--- src/rtl/truth_table_sweep.sv ---
// Truth-table store with 1-cycle evaluate port and an exhaustive ones/zeros sweep.
// Latency: evaluate 1 cycle; done pulses DEPTH+1 cycles after sweep start.
// Backpressure: none; loads are ignored while sweeping, and a start that is not accepted is dropped.
//
// Ports:
//   clk, rst_n            - clock, synchronous active-low reset
//   load_en, load_bit     - serial table load at an auto-incrementing pointer
//   eval_valid, eval_in   - evaluate request; MSB of eval_in is the first variable
//   t_valid, t_out        - registered evaluate result
//   sweep_start           - begin counting ones/zeros over the whole table
//   busy, done            - sweep in progress / one-cycle completion pulse
//   ones_cnt, zeros_cnt   - sweep results, held until the next sweep starts
//   tt_loaded             - sticky: every entry has been written at least once
module truth_table_sweep #(
  parameter int N_IN = 4
) (
  input  logic            clk,
  input  logic            rst_n,
  input  logic            load_en,
  input  logic            load_bit,
  input  logic            eval_valid,
  input  logic [N_IN-1:0] eval_in,
  output logic            t_valid,
  output logic            t_out,
  input  logic            sweep_start,
  output logic            busy,
  output logic            done,
  output logic [N_IN:0]   ones_cnt,
  output logic [N_IN:0]   zeros_cnt,
  output logic            tt_loaded
);

  localparam int DEPTH = 1 << N_IN;
  localparam logic [N_IN-1:0] IDX_ONE  = 1;
  localparam logic [N_IN-1:0] IDX_LAST = {N_IN{1'b1}};
  localparam logic [N_IN:0]   CNT_ONE  = 1;

  typedef enum logic [1:0] {
    ST_IDLE  = 2'd0,
    ST_SWEEP = 2'd1,
    ST_DONE  = 2'd2
  } state_t;

  state_t            state;
  logic [DEPTH-1:0]  tt;
  logic [N_IN-1:0]   load_ptr;
  logic [N_IN-1:0]   sweep_idx;
  logic              start_ok;
  logic              load_ok;

  // A start is only honoured outside SWEEP with a fully written table.
  assign start_ok = sweep_start && tt_loaded && (state != ST_SWEEP);
  // An accepted start wins over a same-cycle load, so the counted table is stable.
  assign load_ok  = load_en && (state != ST_SWEEP) && !start_ok;

  always_ff @(posedge clk) begin
    if (!rst_n) begin
      state     <= ST_IDLE;
      tt        <= '0;
      load_ptr  <= '0;
      sweep_idx <= '0;
      tt_loaded <= 1'b0;
      t_valid   <= 1'b0;
      t_out     <= 1'b0;
      busy      <= 1'b0;
      done      <= 1'b0;
      ones_cnt  <= '0;
      zeros_cnt <= '0;
    end else begin
      // Evaluate runs in every state; the read uses the pre-edge table contents,
      // so a same-cycle write to the same index returns the old value.
      t_valid <= eval_valid;
      if (eval_valid) begin
        t_out <= tt[eval_in];
      end

      if (load_ok) begin
        tt[load_ptr] <= load_bit;
        load_ptr     <= load_ptr + IDX_ONE;
        if (load_ptr == IDX_LAST) begin
          tt_loaded <= 1'b1;
        end
      end

      done <= 1'b0;

      case (state)
        ST_IDLE, ST_DONE: begin
          if (start_ok) begin
            state     <= ST_SWEEP;
            busy      <= 1'b1;
            sweep_idx <= '0;
            ones_cnt  <= '0;
            zeros_cnt <= '0;
          end else begin
            state <= ST_IDLE;
          end
        end

        ST_SWEEP: begin
          if (tt[sweep_idx]) begin
            ones_cnt <= ones_cnt + CNT_ONE;
          end else begin
            zeros_cnt <= zeros_cnt + CNT_ONE;
          end
          sweep_idx <= sweep_idx + IDX_ONE;
          if (sweep_idx == IDX_LAST) begin
            state <= ST_DONE;
            busy  <= 1'b0;
            done  <= 1'b1;
          end
        end

        default: begin
          state <= ST_IDLE;
          busy  <= 1'b0;
        end
      endcase
    end
  end

endmodule

--- config.mk ---
export PLATFORM = sky130hd
export DESIGN_NAME = truth_table_sweep
export DESIGN_NICKNAME = d
export VERILOG_FILES = /design/src/rtl/truth_table_sweep.sv
export SDC_FILE = /design/constraint.sdc
export NUM_CORES = 1
export LEC_CHECK = 0
export CAP_MARGIN = 20
export CELL_PAD_IN_SITES_DETAIL_PLACEMENT = 0
export CELL_PAD_IN_SITES_GLOBAL_PLACEMENT = 1
export CORE_MARGIN = 2
export CORE_UTILIZATION = 43
export DETAILED_ROUTE_END_ITERATION = 10
export GPL_TIMING_DRIVEN = 0
export MAX_ROUTING_LAYER = met4
export PLACE_DENSITY = 0.8
export SYNTH_ARGS = -nofsm -noshare
export SYNTH_HDL_FRONTEND = slang
export SYNTH_SLANG_ARGS = --single-unit
--- constraint.sdc ---
create_clock -name clk -period 5 [get_ports clk]
set_input_delay 1 -clock clk [delete_from_list [all_inputs] [get_ports clk]]
set_output_delay 1 -clock clk [all_outputs]
set_load 0.05 [all_outputs]
**After elaboration in Yosys (flattened, before gate mapping)**

Index checks and enable logic that the tools add are counted.

- Output and inout port bits: 15
- Input port bits: 10
- Flip-flop bits (word level): 41
- Word-level logic and storage cells: 64

- Equal/unequal tests: 9
- $add $sub $neg: 4
- Magnitude comparators: 4
- Reductions and logical operators: 15
- Muxes and demuxes: 21

Operators with widths:

| cell | number |
|---|---|
| $pmux 5 s2 | 2 |
| $bwmux 16 | 1 |
| $lt 4x5->1 const B | 3 |
| $mux 5 | 3 |
| $add 5x1->5 const B | 2 |
| $add 4x1->4 const B | 2 |
| $bmux 1 s4 | 2 |
| $eq 4x4->1 const B | 2 |
| $ne 2x2->1 const B | 4 |
| $pmux 4 s2 | 1 |
| $reduce_and 2->1 | 4 |
| $mux 1 | 7 |
| $reduce_and 3->1 | 2 |
| $logic_and 1x1->1 | 5 |
| $demux 1 s4 | 1 |
| $ge 4x1->1 const B | 1 |
| $mux 4 | 1 |
| $pmux 2 s2 | 1 |
| $eq 2x1->1 const B | 1 |
| $eq 2x2->1 const B | 1 |
| $logic_not 2->1 | 1 |
| $mux 2 | 1 |
| $ne 2x1->1 const B | 1 |
| $pmux 1 s2 | 1 |
| 3 further kinds | 3 |

**Longest topological paths before layout**

- Depth in word-level cells: 5
- Gate-level depth with buffers: 9
- Depth with buffers taken out: 6

**Worst setup path before layout**

No wires, ideal clock.

- Path kind: input-to-reg
- Start point: input sweep_start
- End point: register zeros_cnt[4]
- Path buffers: 1
- Cell stages on the path: 7
- Required time: 4.858 ns
- Library setup time: 0.142 ns
- Arrival time: 2.089 ns
- Setup slack: 2.769 ns
- Path through: nand2_1 > or2_1 > clkbuf_1 > and3_1 > or2_2 > o311ai_1 > o41ai_1

- Word-level cells in the longest chain between the ends: 4

RTL lines:

| element | RTL line | text |
|---|---|---|
| from (decl) | 25 | `input logic sweep_start,` |
| $logic_and 1x1->1 (2 in series) | 52 | `assign start_ok = sweep_start && tt_loaded && (state != ST_SWEEP);` |
| $ne 2x2->1 (no line) | - |  |
| $reduce_and 3->1 (no line) | - |  |
| to (signal assigned) | 104 | `zeros_cnt <= zeros_cnt + CNT_ONE;` |
| to (decl) | 29 | `output logic [N_IN:0] zeros_cnt,` |

No other way between the ends.
A chain may end at the register's enable or synchronous reset.

**Worst setup path in the final report**

- Start point: input eval_in[0]
- End point: register t_out

- Word-level cells in the longest chain between the ends: 2

RTL lines:

| element | RTL line | text |
|---|---|---|
| from (decl) | 22 | `input logic [N_IN-1:0] eval_in,` |
| $bmux 1 s4 | 74 | `t_out <= tt[eval_in];` |
| $mux 1 (not written as such) | 74 |  |
| to (signal assigned) | 74 |  |
| to (decl) | 24 | `output logic t_out,` |

No other way between the ends. The select of a mux whose other input is x is not followed.

==> results.toml <==
[route]
drt-initial-drc-count = 148
drc = 0
avgRoutedWirePerCell_um = 14.1
ant_nets = 0
viasPerCell = 5.33
finalWirelength_mm = 4.58
dr.pass1.iters = 4
num_vias = 1728

[setup_path]
arrival_ns = 2.86
crit_type = "in2reg"
r2r_end = "zeros_cnt[4]"
crit_chain = "clkdlybuf4s50_1 -> mux4_2 -> mux4_2 -> mux2i_1 -> nor2b_1"
reg2reg_depth = 7
crit_path_start = "eval_in[0]"
required_ns = 5.19
crit_cells = 5
rr_startpoint = "sweep_idx[0]"
cp_slowest_cell = "clkdlybuf4s50_1"
critPathMaxFanout = 4
cp_num_buf_inv = 1
start_kind = "input port"
end_kind = "flip-flop"
critical_path.top_delay_family = "multiplexers"
r2r_slack_ns = 2.81
crit_end = "t_out"
worst_path_largest_cell_delay_ns = 0.64
crit_top_cell = "mux4_2"

[timing]
hold_ws_ns = 0.468
worst_slack_ns = 2.33
finalSetupViolCount = 0
grt_setup_unrepaired = "false"
min_period_over_period_pct = 53.4
max_freq_mhz = 374
worstMarginPinSlew_ns = 0.495
period_minus_slack_ns = 2.67
relSlewSlack_pct = 66.8
skew_ns = 0.00196
hold_violations = 0
final-max-slew-violation-count = 0
setup-tns-final_ns = 0

[placement]
dpl.hpwl_mm = 3.30
placed_cells = 317
gp_congestion = 0.801
preCtsSetupSlack_ns = 2.00
postPlaceCellArea_um2 = 2470
portBuffers = 24

[global_route]
grt_max_degree = 12
grt_first_pass_wirelength_mm = 7.76
antenna_found_initial = 0
grt_use_total_pct = 19.1
grt_pass1_vias = 1624
overflow = 0

[clock_network]
clkLatencyLatePin_ns = 0.29
cts.sinks = 41
cts_buffers = 5
cts_setup_buffers = 0
cts_resized = 0
clockRootBuffer = "clkbuf_8"
tritoncts = "yes"
clockBufferDepth = 2
postCtsHoldBufs = 0
htreeDepth = 2
clk_pin_slew_ns = 0.08

[synth]
syn_nets = 243
yosysSeqAreaShare_pct = 38.2
syn_area_per_cell_um2 = 9.52
yosys_most_used_dff = "dfxtp_1"
synth_cell_type_count = 39
yosys_warnings = 0
synth_area_um2 = 2150
synth_edf_count = 0
async_reset_ff_share_pct = 0
ys_ff_latch = 41
syn_inst = 226

[finish]
multi_input_area_um2 = 1250
fillerInstances = 475
drive_gt1_share_pct = 8.56
design_area_um2 = 2560
n_antenna_cell = 0
finalNonFillerCells = 324
area_delta_synth_final_pct = 19.1
nets = 274
seqCellArea_um2 = 821

[status]
status = "completed"

[power_and_ir_drop]
power.leakage_uw = 0.000993
powerDensity_nw_per_um2 = 237
ir_worst_vdd_uv = 144

[hold_path]
hold_class = "reg2reg"

[floorplan]
ios = 25
core_area_um2 = 4790
rows = 25
die_x_um = 74.7
design.die.area_um2 = 5580
die_h_um = 74.7
start_util_pct = 44.9

[flow_run]
max_cap_violations = 0
state kept, by name, summed over array words and instances, names as in the netlist:
register	count
ones_cnt	5
state	2
zeros_cnt	5
t_valid	1
tt	16
tt_loaded	1
sweep_idx	4
busy	1
t_out	1
load_ptr	4
done	1
metrics by stage:
stage	util, %	power, uW
after floorplan	-	373
after global placement	51.7	393
after detailed placement	51.7	393
after CTS	53.5	614
after global routing	53.5	633
final	53.5	608
synth_stat cells, types with 5 or more instances:
| library cell | count | area [um^2] |
|---|---|---|
| nand2_1 | 16 | 60.1 |
| a21oi_1 | 6 | 30.0 |
| nor2_1 | 5 | 18.8 |
| o21ai_1 | 8 | 40.0 |
| nand4_1 | 6 | 37.5 |
| clkbuf_1 | 10 | 37.5 |
| nand3_1 | 21 | 105 |
| and3_1 | 6 | 37.5 |
| mux4_2 | 7 | 158 |
| and2_1 | 9 | 56.3 |
| ha_1 | 7 | 87.6 |
| nor2b_1 | 22 | 138 |
| dfxtp_1 | 41 | 821 |
| mux2i_1 | 22 | 220 |
cells in the final DEF, fill, tap and decap left out, types with 2 or more instances in the layout:
cell type and instances:
clkdlybuf4s50_1 24, mux2i_1 22, nand2b_1 3, a21oi_1 6, a21boi_1 2, inv_1 3
nor2b_1 22, o21ai_0 3, clkbuf_1 11, xnor2_1 3, nand4_1 6, o21ai_1 8
nor2_1 5, mux4_2 7, a221oi_2 2, and2_1 9, nand3_1 21, and3_1 6
clkbuf_8 6, dfxtp_1 41, buf_2 3, nand2_1 16, o21a_1 3, o211ai_1 2
ha_1 7
routing by layer:
metal  routed length (um)  global-route usage [%]
met1                 2420                    27.3
met2                 1930                    27.0
met3                  184                    4.02
met4                   40                    5.95
met5                    0                       -
cells by family after synthesis:
family                     count (synthesis)  share of synthesized area (%)
AOI/OAI and AO/OA                         35                           11.8
and+or+nand+nor                           94                           23.7
muxes                                     29                           17.6
DFF                                       41                           38.2
adders and majority gates                  7                           4.07
buffers and inverters                     17                           3.49
xor gates and xnor gates                   3                           1.22
worst min-delay path by stage:
stage                       from            to  slack [ns]  depth (start not counted)
finish                      busy          busy        0.47                          2
CTS                         busy          busy        0.47                          2
floorplan                 tt[15]        tt[15]        0.47                          2
global placement            busy          busy        0.45                          2
global route        zeros_cnt[4]  zeros_cnt[4]        0.49                          1
detailed placement          busy          busy        0.46                          2
area by class of cell:
class                   count  area share, %
plain buffers              14           2.49
repair buffers             24           9.38
inverters                   3          0.440
flip-flops and latches     41           32.0
clock buffers               7           3.37
multi-input cells         168           49.0
well taps                  67           3.27
worst reg2reg max path, delay by kind of cell, from the launching register on:
kind / cells / cell delay, ns
muxes: 1 / 0.55
and+or+nand+nor: 1 / 0.09
DFF: 1 / 0.36
buffers and inverters: 2 / 0.37
AOI/OAI and AO/OA: 3 / 0.70
power breakdown:
| group | switching [uW] | leakage (uW) | internal (uW) | total (uW) |
|---|---|---|---|---|
| Sequential | 3.23 | 0.000331 | 330 | 333 |
| Combinational | 28.0 | 0.000618 | 24.2 | 52.2 |
| Clock | 113 | 0.0000443 | 110 | 223 |
No activity file was read; power rests on OpenSTA's default activity.
